**src/rtl/vga_timing_pkg.sv**
```systemverilog
// Shared timing types and 640x480@60 constants for the horizontal/vertical
// sync timing counters.
package vga_timing_pkg;

  typedef enum logic [1:0] {
    R_ACTIVE = 2'd0,
    R_FRONT  = 2'd1,
    R_SYNC   = 2'd2,
    R_BACK   = 2'd3
  } region_t;

  localparam int H_ACTIVE = 640;
  localparam int H_FRONT  = 16;
  localparam int H_SYNC   = 96;
  localparam int H_BACK   = 48;

  localparam int V_ACTIVE = 480;
  localparam int V_FRONT  = 10;
  localparam int V_SYNC   = 2;
  localparam int V_BACK   = 33;

endpackage

```
**src/rtl/sync_timing_counter.sv**
```systemverilog
// One axis of a raster timing generator: position counter, region FSM, and
// registered active/sync/last/wrap flags. Define SYNC_TIMING_COUNTER_FRAME_EN to add a frame counter.
module sync_timing_counter
  import vga_timing_pkg::*;
#(
  parameter int ACTIVE   = 480,
  parameter int FRONT    = 10,
  parameter int SYNC     = 2,
  parameter int BACK     = 33,
  parameter bit SYNC_POL = 1'b0,
  parameter int CNT_W    = 16
) (
  input  logic             clk,
  input  logic             rst,
  input  logic             use_enable,
  input  logic             cnt_en,
  output logic [CNT_W-1:0] count,
  output logic             active,
  output logic             sync,
  output logic             last,
  output logic             wrap
`ifdef SYNC_TIMING_COUNTER_FRAME_EN
  ,
  output logic [15:0]      frame
`endif
);

  localparam int TOTAL = ACTIVE + FRONT + SYNC + BACK;

  generate
    if (ACTIVE == 0) begin : g_err_active
      $error("sync_timing_counter: ACTIVE must be nonzero");
    end
    if (CNT_W < 63 && (longint'(TOTAL) - 64'sd1) >= (64'sd1 <<< CNT_W)) begin : g_err_width
      $error("sync_timing_counter: TOTAL-1 does not fit in CNT_W bits");
    end
  endgenerate

  localparam logic [CNT_W-1:0] LAST_C   = CNT_W'(TOTAL - 1);
  localparam logic [CNT_W-1:0] B_FRONT  = CNT_W'(ACTIVE);
  localparam logic [CNT_W-1:0] B_SYNC   = CNT_W'(ACTIVE + FRONT);
  localparam logic [CNT_W-1:0] B_BACK   = CNT_W'(ACTIVE + FRONT + SYNC);
  localparam logic             LAST_RST = (TOTAL == 1);

  logic             advance;
  logic [CNT_W-1:0] count_d;
  region_t          region_q;
  region_t          region_d;

  // Boundaries are tested highest-first so coincident boundaries from
  // zero-span regions land directly in the first non-empty region.
  always_comb begin
    advance  = use_enable & cnt_en;
    count_d  = (count == LAST_C) ? '0 : count + CNT_W'(1);
    region_d = region_q;
    if (count_d == '0)
      region_d = R_ACTIVE;
    else if (BACK != 0 && count_d == B_BACK)
      region_d = R_BACK;
    else if (SYNC != 0 && count_d == B_SYNC)
      region_d = R_SYNC;
    else if (FRONT != 0 && count_d == B_FRONT)
      region_d = R_FRONT;
  end

  // Flags are derived from the next count so they line up with count itself.
  always_ff @(posedge clk) begin
    if (rst) begin
      count    <= '0;
      region_q <= R_ACTIVE;
      active   <= 1'b1;
      sync     <= ~SYNC_POL;
      last     <= LAST_RST;
      wrap     <= 1'b0;
    end else begin
      wrap <= advance && (count == LAST_C);
      if (advance) begin
        count    <= count_d;
        region_q <= region_d;
        active   <= (region_d == R_ACTIVE);
        sync     <= (region_d == R_SYNC) ? SYNC_POL : ~SYNC_POL;
        last     <= (count_d == LAST_C);
      end
    end
  end

`ifdef SYNC_TIMING_COUNTER_FRAME_EN
  always_ff @(posedge clk) begin
    if (rst)
      frame <= '0;
    else if (advance && count == LAST_C)
      frame <= frame + 16'd1;
  end
`endif

endmodule

```
**config.mk**
```make
export PLATFORM = sky130hd
export DESIGN_NAME = sync_timing_counter
export DESIGN_NICKNAME = d
export VERILOG_FILES = /design/src/rtl/vga_timing_pkg.sv /design/src/rtl/sync_timing_counter.sv
export SDC_FILE = /design/constraint.sdc
export NUM_CORES = 1
export LEC_CHECK = 0
export BUFFER_PORTS_ARGS = -buffer_cell sky130_fd_sc_hd__buf_2
export CORE_MARGIN = 3
export CORE_UTILIZATION = 56
export DETAILED_ROUTE_END_ITERATION = 10
export PLACE_DENSITY = 0.89
export SLEW_MARGIN = 15
export SYNTH_ARGS = -nofsm -noshare
export SYNTH_HDL_FRONTEND = slang
export SYNTH_SLANG_ARGS = --single-unit
```
**constraint.sdc**
```tcl
create_clock -name clk -period 3.2 [get_ports clk]
set_clock_uncertainty 0.1 [all_clocks]
set_input_delay 0.16 -clock clk [delete_from_list [all_inputs] [get_ports clk]]
set_output_delay 0.16 -clock clk [all_outputs]
set_load 0.05 [all_outputs]
```
==> results of run 1 <==
[routing by layer]
metal	routed length, um	track usage	vias to the layer above
met1	1490	0.261	630
met3	236	0.0401	4
met5	0	0	-
li1	-	-	719
met2	1570	0.352	55
met4	29	0.0530	0
[registers in the layout, summed over array words and instances (netlist names)]
| register | flops |
|---|---|
| count | 16 |
| region_q | 2 |
| active | 1 |
| last | 1 |
| sync | 1 |
| wrap | 1 |
[power breakdown]
group	leakage (nW)	switching, W	total, W	internal, W
clock network	0.0210	0.0000872	0.000157	0.0000695
logic	0.476	0.0000254	0.0000364	0.0000109
registers	0.178	0.00000354	0.000280	0.000277
total	0.674	0.000116	0.000473	0.000357
[kinds of logic (layout without fill, tap and decap cells)]
group,after synthesis,after routing,synth area share
buffers and inverters,24,35,0.0820
adder cells (fa/ha/maj),2,2,0.0164
AND/OR/NAND/NOR,90,90,0.345
XOR/XNOR,17,17,0.0976
AO/OA/AOI/OAI,37,37,0.157
multiplexers,2,2,0.0131
flip-flops,22,22,0.289
[path summary, 6_finish.rpt]
kind / slack [ns] / cells after the start / startpoint / endpoint
hold reg to reg: 0.36 / 2 / last$_SDFFE_PP0P_ / last$_SDFFE_PP0P_
setup reg to reg: 0.24 / 8 / count[0]$_SDFFE_PP0P_ / sync$_SDFFE_PP1P_
hold / removal: 0.14 / 2 / rst / count[7]$_SDFFE_PP0P_
setup / recovery: 0.24 / 8 / count[0]$_SDFFE_PP0P_ / sync$_SDFFE_PP1P_
[critical path, stage by stage, from the launching register on]
cell     delay (ns)
dfxtp_1        0.53
ha_1           0.29
nand4_4        0.16
nor4_4         0.35
nand4_1        0.13
a211o_1        0.37
or3_1          0.40
and2_1         0.16
o41a_1         0.35
[placed cells by master (no fill, tap or decap), types with 4 or more instances in the layout]
| cell | instances |
|---|---|
| buf_2 | 23 |
| dfxtp_1 | 22 |
| nor2_1 | 21 |
| nand2_1 | 17 |
| a21oi_1 | 14 |
| xor2_1 | 9 |
| xnor2_1 | 8 |
| and3_1 | 6 |
| nand3_1 | 6 |
| nand4_1 | 6 |
| nor3_1 | 6 |
| inv_1 | 5 |
| and2_1 | 5 |
| o21ai_0 | 5 |
| o31ai_1 | 4 |
| or3_1 | 4 |
[metrics by stage]
step | utilization | hold slack (ns) | cells | cell area, um2
6_report | 0.646 | 0.136 | 235 | 1630
5_1_grt | 0.646 | 0.147 | 235 | 1630
4_1_cts | 0.646 | 0.135 | 235 | 1630
3_5_place_dp | 0.632 | 0.343 | 231 | 1590
3_3_place_gp | 0.632 | 0.338 | 231 | 1590
2_1_floorplan | - | 0.165 | 194 | 1530
[area by class of cell]
cell class	count	area share
sequential	22	0.270
multi-input combinational	148	0.589
tap	30	0.0230
inverter	5	0.0115
clock buffer	4	0.0223
timing repair buffer	26	0.0844
==> summary.txt, run 1 <==
Status
  • Status: finished clean

Clock tree
  • CTS tree: built
  • H-Tree Depth: 1
  • Root Buffer: clkbuf_4
  • Postcts setup bufs: 0
  • Clk sink count: 22
  • Post-CTS Hold Buffers: 0
  • Count of cells resized by post-cts repair: 0
  • CTS Buf Count: 3
  • Clock-pin slew on the worst setup and hold paths: 0.13 ns
  • CTS Buffer Depth: 2
  • Clk_lat worst skew: 0.31 ns

GRT
  • Vias in the first global route: 1,209
  • Total track usage: 0.205
  • Total gr overflow: 0
  • Initial antenna violation count: 0
  • Global-route wire length before repair: 5.46 mm
  • Largest net degree at the start of global routing: 24

Power and ir drop
  • Worst vdd ir: 0.362 mV
  • Power consumption: 0.000473 W
  • Leak Pwr: 0.674 nW
  • Power Density: 290 nW/um2

STA
  • Max-slew headroom: 0.611
  • Max Clk Rate: 338 MHz
  • Tmin final: 2.96 ns
  • Number of setup violations in the final report: 0
  • Post-route setup TNS: 0 ns
  • Final setup margin: 0.244 ns
  • Max Slew Vio Count: 0
  • RSZ-0062 raised after global routing: no
  • Final Hold Violating Endpoints: 0
  • Worst slew pin tran: 0.581 ns
  • Period utilisation layout: 0.924

Worst setup path
  • Crit Path Max Fanout: 10
  • Startpoint Class: flip-flop
  • Element type at the critical path end: flip-flop
  • WS Path Type: reg -> reg
  • Critical Path RT: 3.31 ns
  • Arr. time, crit path: 3.06 ns

Finish
  • Layout area overhead: 6.89%
  • Ant. Diodes: 0
  • Fillers: 229
  • Seq. cell area: 440 um2
  • Layout cell share with drive strength beyond 1: 0.171
  • Final net count: 212
  • Combined area of the multi-input logic cells: 960 um2

Detailed routing
  • Average vias per placed instance: 5.99
  • Final WL: 3.33 mm
  • Drt first pass iters: 6
  • Routed vias: 1,408
  • Post-route antenna net violation count: 0
  • DRC violations left: 0
  • DR iter-0 viols: 95
  • Drt wl/cell: 14.2 um

Synthesis
  • Async SR Flop Fraction: 0
  • Post-synth top area share: 0.289
  • Count leader, synth: dfxtp_1
  • Number of flops mapped to enable cells by yosys: 0
  • Yosys warnings: 0
  • Main area contributors after synthesis: dfxtp_1, nor2_1, xor2_1
  • Cell taking the most area after synthesis: dfxtp_1
  • Synth top cells by count: dfxtp_1, nor2_1, nand2_1
  • Mapped Cells: 194
  • Cell Area, Synth: 1530 um2
  • Distinct cells, synth: 44
  • Register area share after synthesis: 0.289
  • Synthesized net count: 200
  • Ys flop type: dfxtp_1
  • Seq cells post-synth: 22
  • Mean area per synthesized cell: 7.86 um2

Place
  • Post-DP HPWL: 2.40 mm
  • IO Port Bufs: 23
  • RD Place Congestion: 0.847
  • DP Worst Slack: 0.312 ns

Floorplan
  • Die W: 58.2 um
  • # IOs: 24
  • # rows: 18
  • Core Footprint: 2520 um2
  • Die Area: 3390 um2
  • Die Height: 58.2 um
  • Starting Density: 0.605

Min path
  • Worst hold path class: in -> reg

Flow run
  • Max cap viols: 0
No activity file was read; power rests on OpenSTA's default activity.
==> run 2: changes to the inputs <==
--- a/config.mk
+++ b/config.mk
@@ -7,9 +7,11 @@
 export LEC_CHECK = 0
 export BUFFER_PORTS_ARGS = -buffer_cell sky130_fd_sc_hd__buf_2
 export CORE_MARGIN = 3
-export CORE_UTILIZATION = 56
+export CORE_UTILIZATION = 50
+export CTS_CLUSTER_SIZE = 10
 export DETAILED_ROUTE_END_ITERATION = 10
-export PLACE_DENSITY = 0.89
+export HOLD_SLACK_MARGIN = 0.12
+export PLACE_DENSITY = 0.82
 export SLEW_MARGIN = 15
 export SYNTH_ARGS = -nofsm -noshare
 export SYNTH_HDL_FRONTEND = slang
==> run 2 against run 1 <==
Against the previous run: clock power up 3%; first-iteration DRC count down 11%; critical path depth did not move; setup slack worse by 0.011 ns; via count up 2.7%; global-route usage shrank 0.75 points; flip-flop and latch count unchanged; non-clock buffer count fell by 1; sequential power is essentially flat.
==> summary.txt, run 2 (same netlist as run 1, synthesis figures left out) <==
Clock tree
  • Postcts setup bufs: 0
  • H-Tree Depth: 1
  • Root Buffer: clkbuf_4
  • Clock-pin slew on the worst setup and hold paths: 0.12 ns
  • Clk sink count: 22
  • CTS Buffer Depth: 2
  • CTS Buf Count: 3
  • Count of cells resized by post-cts repair: 0
  • CTS tree: built
  • Clk_lat worst skew: 0.32 ns
  • Post-CTS Hold Buffers: 0

STA
  • Period utilisation layout: 0.927
  • Post-route setup TNS: 0 ns
  • Final Hold Violating Endpoints: 0
  • Number of setup violations in the final report: 0
  • Final setup margin: 0.233 ns
  • Max-slew headroom: 0.617
  • Max Clk Rate: 337 MHz
  • Worst slew pin tran: 0.574 ns
  • Max Slew Vio Count: 0
  • Tmin final: 2.97 ns
  • RSZ-0062 raised after global routing: no

Finish
  • Final net count: 211
  • Top flop regs: count (16), region_q (2)
  • Most common cell after layout, fill and taps aside: buf_2
  • Final std cells w/o fill: 235
  • Ant. Diodes: 0
  • Max FFs per register: 16
  • Layout area overhead: 6.48%
  • Leading cell types in the layout, fill and taps excluded: buf_2, dfxtp_1, nor2_1
  • Layout cell share with drive strength beyond 1: 0.167
  • Top reg by flops: count

Worst setup path
  • Critical path startpoint: count[0]$_SDFFE_PP0P_
  • Crit Path Max Fanout: 10
  • Largest stage delay, worst path: 0.51 ns
  • Element type at the critical path end: flip-flop
  • WS Path Type: reg -> reg
  • Startpoint Class: flip-flop
  • Arr. time, crit path: 3.09 ns
  • Critical Path RT: 3.32 ns
  • Worst path buffer plus inverter count: 0
  • CP delay by family, top: simple AND/OR/NAND/NOR gates
  • Critical path cell sequence: ha_1 > nand4_4 > nor4_4 > nand4_1 > a211o_1 > or3_1 > and2_1 > o41a_1
  • Reg-to-reg startpoint: count[0]$_SDFFE_PP0P_
  • Slowest CP cell: dfxtp_1

Detailed routing
  • Average vias per placed instance: 6.15
  • Drt first pass iters: 4
  • DRC violations left: 0
  • Post-route antenna net violation count: 0
  • DR iter-0 viols: 85
  • Drt wl/cell: 14.3 um
  • Routed vias: 1,446
  • Final WL: 3.37 mm

Floorplan
  • Die Height: 61.2 um
  • Starting Density: 0.539
  • # rows: 19
  • # IOs: 24
  • Die W: 61.2 um
  • Core Footprint: 2830 um2
  • Die Area: 3750 um2

Place
  • Placed cell count: 231
  • RD Place Congestion: 0.919
  • Post-DP HPWL: 2.40 mm
  • IO Port Bufs: 23
  • DP Worst Slack: 0.278 ns

GRT
  • Total gr overflow: 0
  • Total track usage: 0.197
  • Largest net degree at the start of global routing: 24
  • Global-route wire length before repair: 5.60 mm
  • Initial antenna violation count: 0
  • Vias in the first global route: 1,213

Min path
  • Worst hold path class: in -> reg
  • Hold Startpoint: rst

Power and ir drop
  • Power Density: 294 nW/um2
  • Leak Pwr: 0.669 nW
  • Worst vdd ir: 0.345 mV

Status
  • Status: finished clean

Flow run
  • Max cap viols: 0
==> run 2: metrics by stage <==
step	instance area, um2	power (W)	hold slack (ns)	utilization
2_1_floorplan	1530	0.000314	0.165	-
3_3_place_gp	1590	0.000322	0.341	0.561
3_5_place_dp	1590	0.000322	0.345	0.561
4_1_cts	1620	0.000482	0.130	0.574
5_1_grt	1620	0.000496	0.148	0.574
6_report	1620	0.000478	0.133	0.574
==> run 2: routing by layer <==
metal	wire (um)	vias up	GRT usage	part of all wire
li1	-	715	-	-
met3	192	4	0.0503	0.057
met4	31	0	0.0464	0.0092
met1	1570	685	0.262	0.47
met2	1580	42	0.319	0.47
met5	0	-	0	0
==> run 2: layout make-up <==
cell class / count / area, um2
sequential: 22 / 440
tap: 31 / 38.8
multi-input combinational: 148 / 960
inverter: 5 / 18.8
fill: 278 / 1200
clock buffer: 4 / 36.3
timing repair buffer: 25 / 130
==> run 2: final timing paths <==
check	end	slack [ns]	depth (start not counted)
setup / recovery	sync$_SDFFE_PP1P_	0.23	8
hold / removal	count[4]$_SDFFE_PP0P_	0.13	2
setup reg to reg	sync$_SDFFE_PP1P_	0.23	8
hold reg to reg	last$_SDFFE_PP0P_	0.36	2
==> run 2: power by group <==
group / leakage [nW] / switching [W] / internal [W] / total, W
Clock: 0.0210 / 0.0000914 / 0.0000697 / 0.000161
Combinational: 0.470 / 0.0000256 / 0.0000110 / 0.0000366
Sequential: 0.178 / 0.00000320 / 0.000277 / 0.000280
Total: 0.669 / 0.000120 / 0.000357 / 0.000478
==> run 3: changes to the inputs <==
--- a/config.mk
+++ b/config.mk
@@ -12,7 +12,7 @@
 export DETAILED_ROUTE_END_ITERATION = 10
 export HOLD_SLACK_MARGIN = 0.12
 export PLACE_DENSITY = 0.82
-export SLEW_MARGIN = 15
+export SLEW_MARGIN = 5
 export SYNTH_ARGS = -nofsm -noshare
 export SYNTH_HDL_FRONTEND = slang
 export SYNTH_SLANG_ARGS = --single-unit
==> constraint.sdc (replaced) <==
create_clock -name clk -period 3.2 [get_ports clk]
set_clock_uncertainty 0.1 [all_clocks]
set_input_delay 0.64 -clock clk [delete_from_list [all_inputs] [get_ports clk]]
set_output_delay 0.64 -clock clk [all_outputs]
set_load 0.05 [all_outputs]
==> run 3 against run 2 <==
Against the previous run: first-iteration DRC count unchanged; clock-buffer cell count stayed put; via count down 1.5%; power is 0.44% higher; clock power about the same; cell area increased by 0.46%; sequential power about the same; register-to-register slack improved by 0.02 ns; flip-flop and latch count is the same; utilization rose by 0.27 points; fmax increased by 0.77%; setup slack improved by 0.023 ns; largest power group unchanged.
==> summary.txt, run 3 (same netlist as run 1, synthesis figures left out) <==
GRT
  • Total track usage: 0.200
  • Largest net degree at the start of global routing: 24
  • Total gr overflow: 0
  • Initial antenna violation count: 0
  • Vias in the first global route: 1,200
  • Global-route wire length before repair: 5.63 mm

Finish
  • Max FFs per register: 16
  • Leading cell types in the layout, fill and taps excluded: buf_2, dfxtp_1, nor2_1
  • Final net count: 212
  • Final std cells w/o fill: 236
  • Top flop regs: count (16), region_q (2)
  • Most common cell after layout, fill and taps aside: buf_2
  • Layout cell share with drive strength beyond 1: 0.171
  • Top reg by flops: count
  • Layout area overhead: 6.97%
  • Ant. Diodes: 0

Detailed routing
  • DRC violations left: 0
  • Routed vias: 1,424
  • Average vias per placed instance: 6.03
  • Drt first pass iters: 4
  • Drt wl/cell: 14.3 um
  • Final WL: 3.38 mm
  • Post-route antenna net violation count: 0
  • DR iter-0 viols: 85

Clock tree
  • Post-CTS Hold Buffers: 0
  • Clk sink count: 22
  • H-Tree Depth: 1
  • Clock-pin slew on the worst setup and hold paths: 0.13 ns
  • Count of cells resized by post-cts repair: 0
  • Postcts setup bufs: 0
  • CTS Buf Count: 3
  • CTS tree: built
  • Root Buffer: clkbuf_4
  • Clk_lat worst skew: 0.33 ns
  • CTS Buffer Depth: 2

Worst setup path
  • Arr. time, crit path: 3.08 ns
  • Critical Path RT: 3.33 ns
  • Crit Path Max Fanout: 10
  • Startpoint Class: flip-flop
  • Element type at the critical path end: flip-flop
  • WS Path Type: reg -> reg

Status
  • Status: finished clean

Flow run
  • Max cap viols: 0

STA
  • Tmin final: 2.94 ns
  • Max-slew headroom: 0.700
  • Post-route setup TNS: 0 ns
  • Final Hold Violating Endpoints: 0
  • Period utilisation layout: 0.920
  • RSZ-0062 raised after global routing: no
  • Worst slew pin tran: 0.447 ns
  • Max Clk Rate: 340 MHz
  • Max Slew Vio Count: 0
  • Number of setup violations in the final report: 0

Place
  • Post-DP HPWL: 2.39 mm
  • RD Place Congestion: 0.887
  • IO Port Bufs: 23
  • Placed cell count: 232

Power and ir drop
  • Worst vdd ir: 0.240 mV
  • Leak Pwr: 0.673 nW
  • Power Density: 294 nW/um2

Floorplan
  • # rows: 19
  • Die W: 61.2 um
  • Die Area: 3750 um2
  • Core Footprint: 2830 um2
  • Die Height: 61.2 um
  • # IOs: 24
  • Starting Density: 0.539

Min path
  • Worst hold path class: reg -> reg
[run 3: changes by cell type in the layout (fill, tap and decap cells not counted), sizes merged]
cell	change
buf	+1
[run 3: path summary, 6_finish.rpt]
path / slack (ns) / depth (start not counted) / from / endpoint
worst max-delay path: 0.26 / 8 / count[0]$_SDFFE_PP0P_ / sync$_SDFFE_PP1P_
worst min-delay path: 0.36 / 2 / last$_SDFFE_PP0P_ / last$_SDFFE_PP0P_
worst max register to register: 0.26 / 8 / count[0]$_SDFFE_PP0P_ / sync$_SDFFE_PP1P_
worst min register to register: 0.36 / 2 / last$_SDFFE_PP0P_ / last$_SDFFE_PP0P_
[run 3: metrics by stage]
| step | hold slack, ns | setup slack (ns) | utilization | power [W] | instance area (um2) |
|---|---|---|---|---|---|
| 6_report | 0.357 | 0.256 | 0.577 | 0.000480 | 1630 |
| 5_1_grt | 0.380 | 0.0663 | 0.577 | 0.000503 | 1630 |
| 4_1_cts | 0.361 | 0.258 | 0.577 | 0.000484 | 1630 |
| 3_5_place_dp | 0.344 | 0.286 | 0.564 | 0.000324 | 1600 |
| 3_3_place_gp | 0.341 | 0.362 | 0.564 | 0.000323 | 1600 |
| 2_1_floorplan | 0.336 | 0.101 | - | 0.000314 | 1530 |
[run 3: cell type report]
type	instances	area, um2
clock buffer	4	36.3
fill	273	1200
inverter	5	18.8
multi-input combinational	148	960
sequential	22	440
tap	31	38.8
timing repair buffer	26	138
[run 3: report_power, final]
part           switching, W  internal (W)  leakage (nW)
Clock             0.0000922     0.0000698        0.0210
Combinational     0.0000258     0.0000118         0.475
Sequential       0.00000332      0.000277         0.178
Total              0.000121      0.000358         0.673
[run 3: worst max-delay path, cell delays in order, from the launching register on]
cell     delay, ns
dfxtp_1       0.52
ha_1          0.27
nand4_4       0.16
nor4_4        0.36
nand4_1       0.13
a211o_1       0.38
or3_1         0.40
and2_1        0.17
o41a_1        0.36
[run 3: routing by layer]
layer  global-route usage  vias up  wire length, um
met1                0.270      655             1690
met2                0.313       46             1460
li1                     -      716                -
met5                    0        -                0
met4               0.0712        0               51
met3               0.0461        7              176
